===== src/rtl/conv_3x3_feeder_pkg.sv =====
// Shared types for the 3x3 convolution feeder: FSM encoding, kernel column count
// and a counter-width helper.
package conv_pkg;

  localparam int kernel_cols = 3;

  typedef enum logic [1:0] {
    IDLE   = 2'd0,
    LOAD_K = 2'd1,
    STREAM = 2'd2,
    DONE   = 2'd3
  } state_t;

  // Bits needed to count 0..n-1 (minimum 1).
  function automatic int clog2(input int n);
    int r;
    r = 1;
    while ((1 << r) < n) r++;
    return r;
  endfunction

endpackage


===== src/rtl/conv_3x3_feeder_if.sv =====
// Bundle between the pixel/kernel source (master) and the feeder (slave),
// including the feeder's FSM state for observation.
interface conv_3x3_feeder_if
  import conv_pkg::*;
#(
  parameter int input_width  = 8,
  parameter int weight_width = 8
);
  logic                      start;
  logic [9*weight_width-1:0] kernel_in;
  logic [input_width-1:0]    pix_in;
  logic                      pix_valid;
  logic                      pix_ready;
  logic [3*weight_width-1:0] kernel;
  logic                      kernel_valid;
  logic [3*input_width-1:0]  image;
  logic                      image_valid;
  logic                      input_last;
  logic                      frame_done;
  state_t                    state;

  // A pixel transfers on any rising clk edge where pix_valid && pix_ready; the
  // source may change pix_in freely while pix_ready is low. kernel/image are
  // pure valid-qualified pushes with no backpressure.
  modport master (
    output start, kernel_in, pix_in, pix_valid,
    input  pix_ready, kernel, kernel_valid, image, image_valid,
           input_last, frame_done, state
  );

  modport slave (
    input  start, kernel_in, pix_in, pix_valid,
    output pix_ready, kernel, kernel_valid, image, image_valid,
           input_last, frame_done, state
  );

endinterface


===== src/rtl/conv_3x3_feeder_line_buffer.sv =====
// Two cascaded row delay lines; taps give the pixels one and two rows above
// the pixel currently being shifted in.
module conv_line_buffer #(
  parameter int depth = 32,
  parameter int width = 8
) (
  input  logic             clk,
  input  logic             en,
  input  logic [width-1:0] din,
  output logic [width-1:0] tap1,
  output logic [width-1:0] tap2
);

  logic [width-1:0] line1 [depth];
  logic [width-1:0] line2 [depth];

  // Contents are never cleared; the feeder masks stale rows via its row count.
  always_ff @(posedge clk) begin
    if (en) begin
      line1[0] <= din;
      line2[0] <= line1[depth-1];
      for (int i = 1; i < depth; i++) begin
        line1[i] <= line1[i-1];
        line2[i] <= line2[i-1];
      end
    end
  end

  assign tap1 = line1[depth-1];
  assign tap2 = line2[depth-1];

endmodule


===== src/rtl/conv_3x3_feeder.sv =====
// Raster-to-column feeder for the 3x3 convolution PE. Define
// CONV_FEEDER_TOP_PAD_EN to emit rows 0 and 1 with zero top padding.
module conv_3x3_feeder
  import conv_pkg::*;
#(
  parameter int input_width  = 8,
  parameter int weight_width = 8,
  parameter int img_width    = 32,
  parameter int img_height   = 32
) (
  input  logic               clk,
  input  logic               rst,
  conv_3x3_feeder_if.slave   bus
);

  localparam int col_w = clog2(img_width);
  localparam int row_w = clog2(img_height + 1);
  localparam logic [col_w-1:0] col_last = col_w'(img_width - 1);
  localparam logic [row_w-1:0] row_last = row_w'(img_height - 1);
  localparam logic [1:0]       k_last   = 2'(kernel_cols - 1);

  state_t                    state_q, state_n;
  logic [1:0]                k_q;
  logic [9*weight_width-1:0] weights_q;
  logic [col_w-1:0]          col_q;
  logic [row_w-1:0]          row_q;
  logic [3*input_width-1:0]  image_q;
  logic                      image_valid_q, input_last_q, frame_done_q;

  logic                      accept, col_valid, is_last_pix;
  logic                      pix_ready_c, kernel_valid_c;
  logic [3*weight_width-1:0] kernel_c;
  logic [input_width-1:0]    tap1, tap2, up1, up2;

  assign accept      = bus.pix_valid && pix_ready_c;
  assign is_last_pix = (col_q == col_last) && (row_q == row_last);

  conv_line_buffer #(
    .depth (img_width),
    .width (input_width)
  ) u_line_buffer (
    .clk  (clk),
    .en   (accept),
    .din  (bus.pix_in),
    .tap1 (tap1),
    .tap2 (tap2)
  );

`ifdef CONV_FEEDER_TOP_PAD_EN
  assign up1       = (row_q >= row_w'(1)) ? tap1 : '0;
  assign up2       = (row_q >= row_w'(2)) ? tap2 : '0;
  assign col_valid = 1'b1;
`else
  assign up1       = tap1;
  assign up2       = tap2;
  assign col_valid = (row_q >= row_w'(2));
`endif

  always_comb begin
    state_n        = state_q;
    pix_ready_c    = 1'b0;
    kernel_valid_c = 1'b0;
    kernel_c       = '0;
    case (state_q)
      IDLE: if (bus.start) state_n = LOAD_K;
      LOAD_K: begin
        kernel_valid_c = 1'b1;
        kernel_c = {weights_q[(int'(k_q) + 6) * weight_width +: weight_width],
                    weights_q[(int'(k_q) + 3) * weight_width +: weight_width],
                    weights_q[int'(k_q) * weight_width +: weight_width]};
        if (k_q == k_last) state_n = STREAM;
      end
      STREAM: begin
        pix_ready_c = 1'b1;
        if (accept && is_last_pix) state_n = DONE;
      end
      DONE: state_n = IDLE;
      default: state_n = IDLE;
    endcase
  end

  always_ff @(posedge clk) begin
    if (rst) begin
      state_q       <= IDLE;
      k_q           <= '0;
      weights_q     <= '0;
      col_q         <= '0;
      row_q         <= '0;
      image_q       <= '0;
      image_valid_q <= 1'b0;
      input_last_q  <= 1'b0;
      frame_done_q  <= 1'b0;
    end else begin
      state_q       <= state_n;
      image_valid_q <= 1'b0;
      input_last_q  <= 1'b0;
      // Registered so the pulse lands the cycle after the final column.
      frame_done_q  <= (state_q == DONE);
      if (state_q == IDLE && bus.start) begin
        weights_q <= bus.kernel_in;
        k_q       <= '0;
        col_q     <= '0;
        row_q     <= '0;
      end
      if (state_q == LOAD_K) k_q <= k_q + 2'd1;
      if (accept) begin
        if (col_q == col_last) begin
          col_q <= '0;
          row_q <= row_q + row_w'(1);
        end else begin
          col_q <= col_q + col_w'(1);
        end
        image_q       <= {bus.pix_in, up1, up2};
        image_valid_q <= col_valid;
        input_last_q  <= is_last_pix;
      end
    end
  end

  assign bus.pix_ready    = pix_ready_c;
  assign bus.kernel       = kernel_c;
  assign bus.kernel_valid = kernel_valid_c;
  assign bus.image        = image_q;
  assign bus.image_valid  = image_valid_q;
  assign bus.input_last   = input_last_q;
  assign bus.frame_done   = frame_done_q;
  assign bus.state        = state_q;

endmodule


===== src/flat_wrapper.sv =====
// flat-port wrapper written by rule: the top's interface ports become plain ports
module conv_3x3_feeder_flat import conv_pkg::*;
#(
  parameter int input_width  = 8,
  parameter int weight_width = 8,
  parameter int img_width    = 32,
  parameter int img_height   = 32
)
  (clk, rst, bus_start, bus_kernel_in, bus_pix_in, bus_pix_valid, bus_pix_ready, bus_kernel, bus_kernel_valid, bus_image, bus_image_valid, bus_input_last, bus_frame_done, bus_state);
  conv_3x3_feeder_if #(.input_width(input_width), .weight_width(weight_width)) bus_i ();
  input  logic clk;
  input  logic rst;
  input wire logic [$bits(bus_i.start)-1:0] bus_start;
  input wire logic [$bits(bus_i.kernel_in)-1:0] bus_kernel_in;
  input wire logic [$bits(bus_i.pix_in)-1:0] bus_pix_in;
  input wire logic [$bits(bus_i.pix_valid)-1:0] bus_pix_valid;
  output wire logic [$bits(bus_i.pix_ready)-1:0] bus_pix_ready;
  output wire logic [$bits(bus_i.kernel)-1:0] bus_kernel;
  output wire logic [$bits(bus_i.kernel_valid)-1:0] bus_kernel_valid;
  output wire logic [$bits(bus_i.image)-1:0] bus_image;
  output wire logic [$bits(bus_i.image_valid)-1:0] bus_image_valid;
  output wire logic [$bits(bus_i.input_last)-1:0] bus_input_last;
  output wire logic [$bits(bus_i.frame_done)-1:0] bus_frame_done;
  output wire logic [$bits(bus_i.state)-1:0] bus_state;
  assign bus_i.start = bus_start;
  assign bus_i.kernel_in = bus_kernel_in;
  assign bus_i.pix_in = bus_pix_in;
  assign bus_i.pix_valid = bus_pix_valid;
  assign bus_pix_ready = bus_i.pix_ready;
  assign bus_kernel = bus_i.kernel;
  assign bus_kernel_valid = bus_i.kernel_valid;
  assign bus_image = bus_i.image;
  assign bus_image_valid = bus_i.image_valid;
  assign bus_input_last = bus_i.input_last;
  assign bus_frame_done = bus_i.frame_done;
  assign bus_state = bus_i.state;
  conv_3x3_feeder #(.input_width(input_width), .weight_width(weight_width), .img_width(img_width), .img_height(img_height)) u_core (.clk(clk), .rst(rst), .bus(bus_i));
endmodule

===== config.mk =====
export PLATFORM = sky130hd
export DESIGN_NAME = conv_3x3_feeder_flat
export DESIGN_NICKNAME = d
export VERILOG_FILES = /design/src/rtl/conv_3x3_feeder_pkg.sv /design/src/rtl/conv_3x3_feeder_if.sv /design/src/rtl/conv_3x3_feeder_line_buffer.sv /design/src/rtl/conv_3x3_feeder.sv /design/src/flat_wrapper.sv
export SDC_FILE = /design/constraint.sdc
export NUM_CORES = 1
export LEC_CHECK = 0
export ABC_AREA = 1
export CORE_MARGIN = 5
export CORE_UTILIZATION = 62
export DETAILED_ROUTE_END_ITERATION = 10
export PLACE_DENSITY = 0.94
export SLEW_MARGIN = 20
export SYNTH_ARGS = -nofsm -noshare
export SYNTH_HDL_FRONTEND = slang
export SYNTH_HIERARCHICAL = 1
export SYNTH_SLANG_ARGS = --single-unit

===== constraint.sdc =====
create_clock -name clk -period 20.2 [get_ports clk]
set_input_delay 5.05 -clock clk [delete_from_list [all_inputs] [get_ports clk]]
set_output_delay 5.05 -clock clk [all_outputs]
set_load 0.02 [all_outputs]

==> impl_metrics.toml <==
[synthesis]
synthAdderAreaFrac = 0.00553
synth_compound_area_frac = 0.0521
ys_seq_area_frac = 0.868
avgSynthCellArea_sq_um = 17.1
yosys_warnings = 6
ys_types = 33
synth_nets = 1284
ys_seq_elements = 626
yosysTopAreaCell = "edfxtp_1"
yosys.area_share.simple = 0.0523
syn-cell-area_sq_mm = 0.0203
muxShareOfSynthArea = 0
synth_top_area_share = 0.756
synth-xor-area-share = 0.000861
synthCells = 1191
synth_top_family_by_area = "simple AND/OR/NAND/NOR gates"
synth_area_leaders = "edfxtp_1, dfxtp_1, nor2_1, o21ai_0, a21oi_1"

[setup_path]
slowest_stage = "nor2_1"
worstSetupPathType = "register to output port"
r2r_end = "u_core/row_q[2]$_SDFF_PP0_"
worst_setup_path_start_kind = "register"
crit_chain = "inv_1 -> ha_1 -> inv_2 -> nor2_1 -> o21ai_0 -> o22ai_1 -> clkdlybuf4s50_1"
critPathMaxStageDelay_ps = 650
timing.rr.start = "u_core/bus.state[0]$_SDFFE_PP0P_"
cp-end-kind = "output port"
reg2reg_slack_ps = 16450
worstPathArrival_ps = 3280
critPathMaxFanout = 18
rr_worst_depth = 10
worst_ep_required_time_ps = 15150

[grt]
antenna_found_initial = 2
grt_pass1_vias = 10100
grt-ovfl-total = 0
grt_max_degree = 367
grt_pass1_wl_microns = 56700
track_usage = 0.203

[timing]
max_freq_ghz = 0.120
max_slew.worst_pin.slew_ps = 1090
setup_slack_ps = 11870
rsz0062_at_grt = "false"
final.setup.tns_ps = 0
finClkSkew_ps = 16.1
timing.final.hold_violations = 0
maxSlewViolCount = 0
fin_crit_ps = 8330
finalCritPeriodShare = 0.412
relSlewSlack = 0.270
setup_viol = 0

[routing]
first_pass_iters = 6
post_drt_wl_per_cell_microns = 20.5
vias_per_cell = 5.58
vias = 10200
ant_nets = 0
drcViolationCount = 0
drt_iter0_drc = 1177
drt_wl_total_microns = 37400

[clock_tree]
hold_buffers = 0
htreeDepth = 2
postCtsSetupBuffers = 0
post_cts_resized = 0
path_clk_slew_ps = 70
cts_buffers = 56
clock_tree.buffer_depth = 3
cts_root_buf = "clkbuf_16"
cts_tree = "built"
clk-insertion-delay-late_ps = 580
cts.sinks = 626

[die]
die_h_microns = 191
rows = 66
start_util = 0.627
die_width_microns = 191
io_pins = 139
core_area_sq_mm = 0.0325
dieArea_sq_mm = 0.0365

[hold_path]
hold_class = "register to register"
hold_end = "u_core/u_line_buffer/line2[0][35]$_DFFE_PP_"
hold_depth = 0
hold_start = "u_core/u_line_buffer/line2[0][27]$_DFFE_PP_"

[power_and_ir_drop]
cellPowerDensity_mw_per_mm2 = 131
p_total_mw = 3.14
p_leak_nw = 7.60
vdd_drop_max_uv = 104

[run_status]
outcome = "completed"

[cells_and_area]
final-seq-area_sq_mm = 0.0177
fill_cells = 1759
synthToLayoutAreaGrowth_pct = 17.8
antennaDiodeCount = 0
drive_gt1_frac = 0.0764
design_area_sq_mm = 0.0240
multi_input_area_sq_mm = 0.00226
fin_nets = 1432
fin_util = 0.739

[place]
place_area_sq_mm = 0.0220
numPortBuffers = 138
pre_cts_ws_ps = 11900
gp_congestion = 0.927
hpwl_microns = 20400

[flow_run]
cap_violations = 0
-- flip-flops by register name (all words and copies together) (netlist names) --
register and flops:
u_core/bus.frame_done 1, u_core/bus.image 24, u_core/bus.image_valid 1, u_core/bus.input_last 1, u_core/bus.state 2, u_core/col_q 5, u_core/k_q 2, u_core/row_q 6
u_core/u_line_buffer/line1 256, u_core/u_line_buffer/line2 256, u_core/weights_q 72
-- how the worst max path moves through the flow --
stage | cells past startpoint | end | start | slack, ps
final | 7 | bus_kernel[1] | u_core/bus.state[1]$_SDFFE_PP0P_ | 11870
after global routing | 7 | bus_kernel[16] | u_core/bus.state[1]$_SDFFE_PP0P_ | 11700
after CTS | 7 | bus_kernel[21] | u_core/bus.state[1]$_SDFFE_PP0P_ | 11950
after detailed placement | 10 | u_core/row_q[4]$_SDFF_PP0_ | bus_pix_valid | 11900
after global placement | 10 | u_core/row_q[4]$_SDFF_PP0_ | bus_pix_valid | 12100
after floorplan | 3 | u_core/u_line_buffer/line1[0][0]$_DFFE_PP_ | bus_pix_valid | 8360
-- Yosys cell counts (all sizes together) --
| library cell | count |
|---|---|
| nand2 | 35 |
| buf | 34 |
| ha | 9 |
| o211ai | 15 |
| o22ai | 2 |
| or2 | 2 |
| clkinv | 1 |
| nor2 | 205 |
| dfxtp | 114 |
| nand3 | 17 |
| o31ai | 1 |
| nor3 | 5 |
| clkbuf | 20 |
| edfxtp | 512 |
| nor4 | 1 |
| xor2 | 2 |
| a21oi | 41 |
| a32o | 2 |
| and3 | 1 |
| inv | 33 |
| o21a | 1 |
| o21ai | 138 |
-- logic make-up (layout without fill, tap and decap cells) --
logic type               Yosys count  in the layout
AO/OA/AOI/OAI                    200            200
flip-flops                       626            626
adder cells (fa/ha/maj)            9              9
buffers and inverters             88            284
AND/OR/NAND/NOR                  266            266
XOR/XNOR                           2              2
-- worst max-delay path: cells and delay by family (launching register included) --
kind	cells	cell delay [ps]
AOI/OAI and AO/OA	2	450
adders and majority gates	1	270
buffers and inverters	3	970
DFF	1	360
and+or+nand+nor	1	650
-- routing by layer --
layer / routed length (microns) / vias up / GRT usage
met4: 1520 / 0 / 0.0809
met1: 14900 / 5029 / 0.270
met2: 18700 / 444 / 0.339
met5: 0 / - / 0
li1: - / 4623 / -
met3: 2390 / 113 / 0.0351
-- metrics by stage --
step	hold WS (ps)	instances
after CTS	411	1829
after global routing	421	1829
after detailed placement	405	1723
after floorplan	400	1191
after global placement	401	1723
final	411	1829
-- area by class of cell --
class | instances | area share
Clock buffer | 77 | 0.0652
Clock inverter | 29 | 0.0149
Inverter | 34 | 0.00642
Multi-Input combinational cell | 477 | 0.0941
Sequential cell | 626 | 0.737
Tap cell | 442 | 0.0231
Timing Repair Buffer | 144 | 0.0597
-- cell usage in the layout, fill, tap and decap left out, types with 9 or more instances in the layout --
| cell | count |
|---|---|
| a21oi_1 | 41 |
| clkbuf_1 | 15 |
| clkbuf_16 | 58 |
| clkdlybuf4s50_1 | 138 |
| dfxtp_1 | 113 |
| edfxtp_1 | 512 |
| ha_1 | 9 |
| inv_1 | 28 |
| nand2_1 | 32 |
| nand3_1 | 17 |
| nor2_1 | 202 |
| o211ai_1 | 15 |
| o21ai_0 | 132 |
-- report_power, final --
| part | internal [mW] | total (mW) | switching, mW | leakage [nW] |
|---|---|---|---|---|
| clock network | 0.644 | 1.09 | 0.443 | 0.926 |
| registers | 1.59 | 1.66 | 0.0683 | 5.23 |
| logic | 0.113 | 0.394 | 0.280 | 1.44 |
Power figures use the tool's default switching activity.
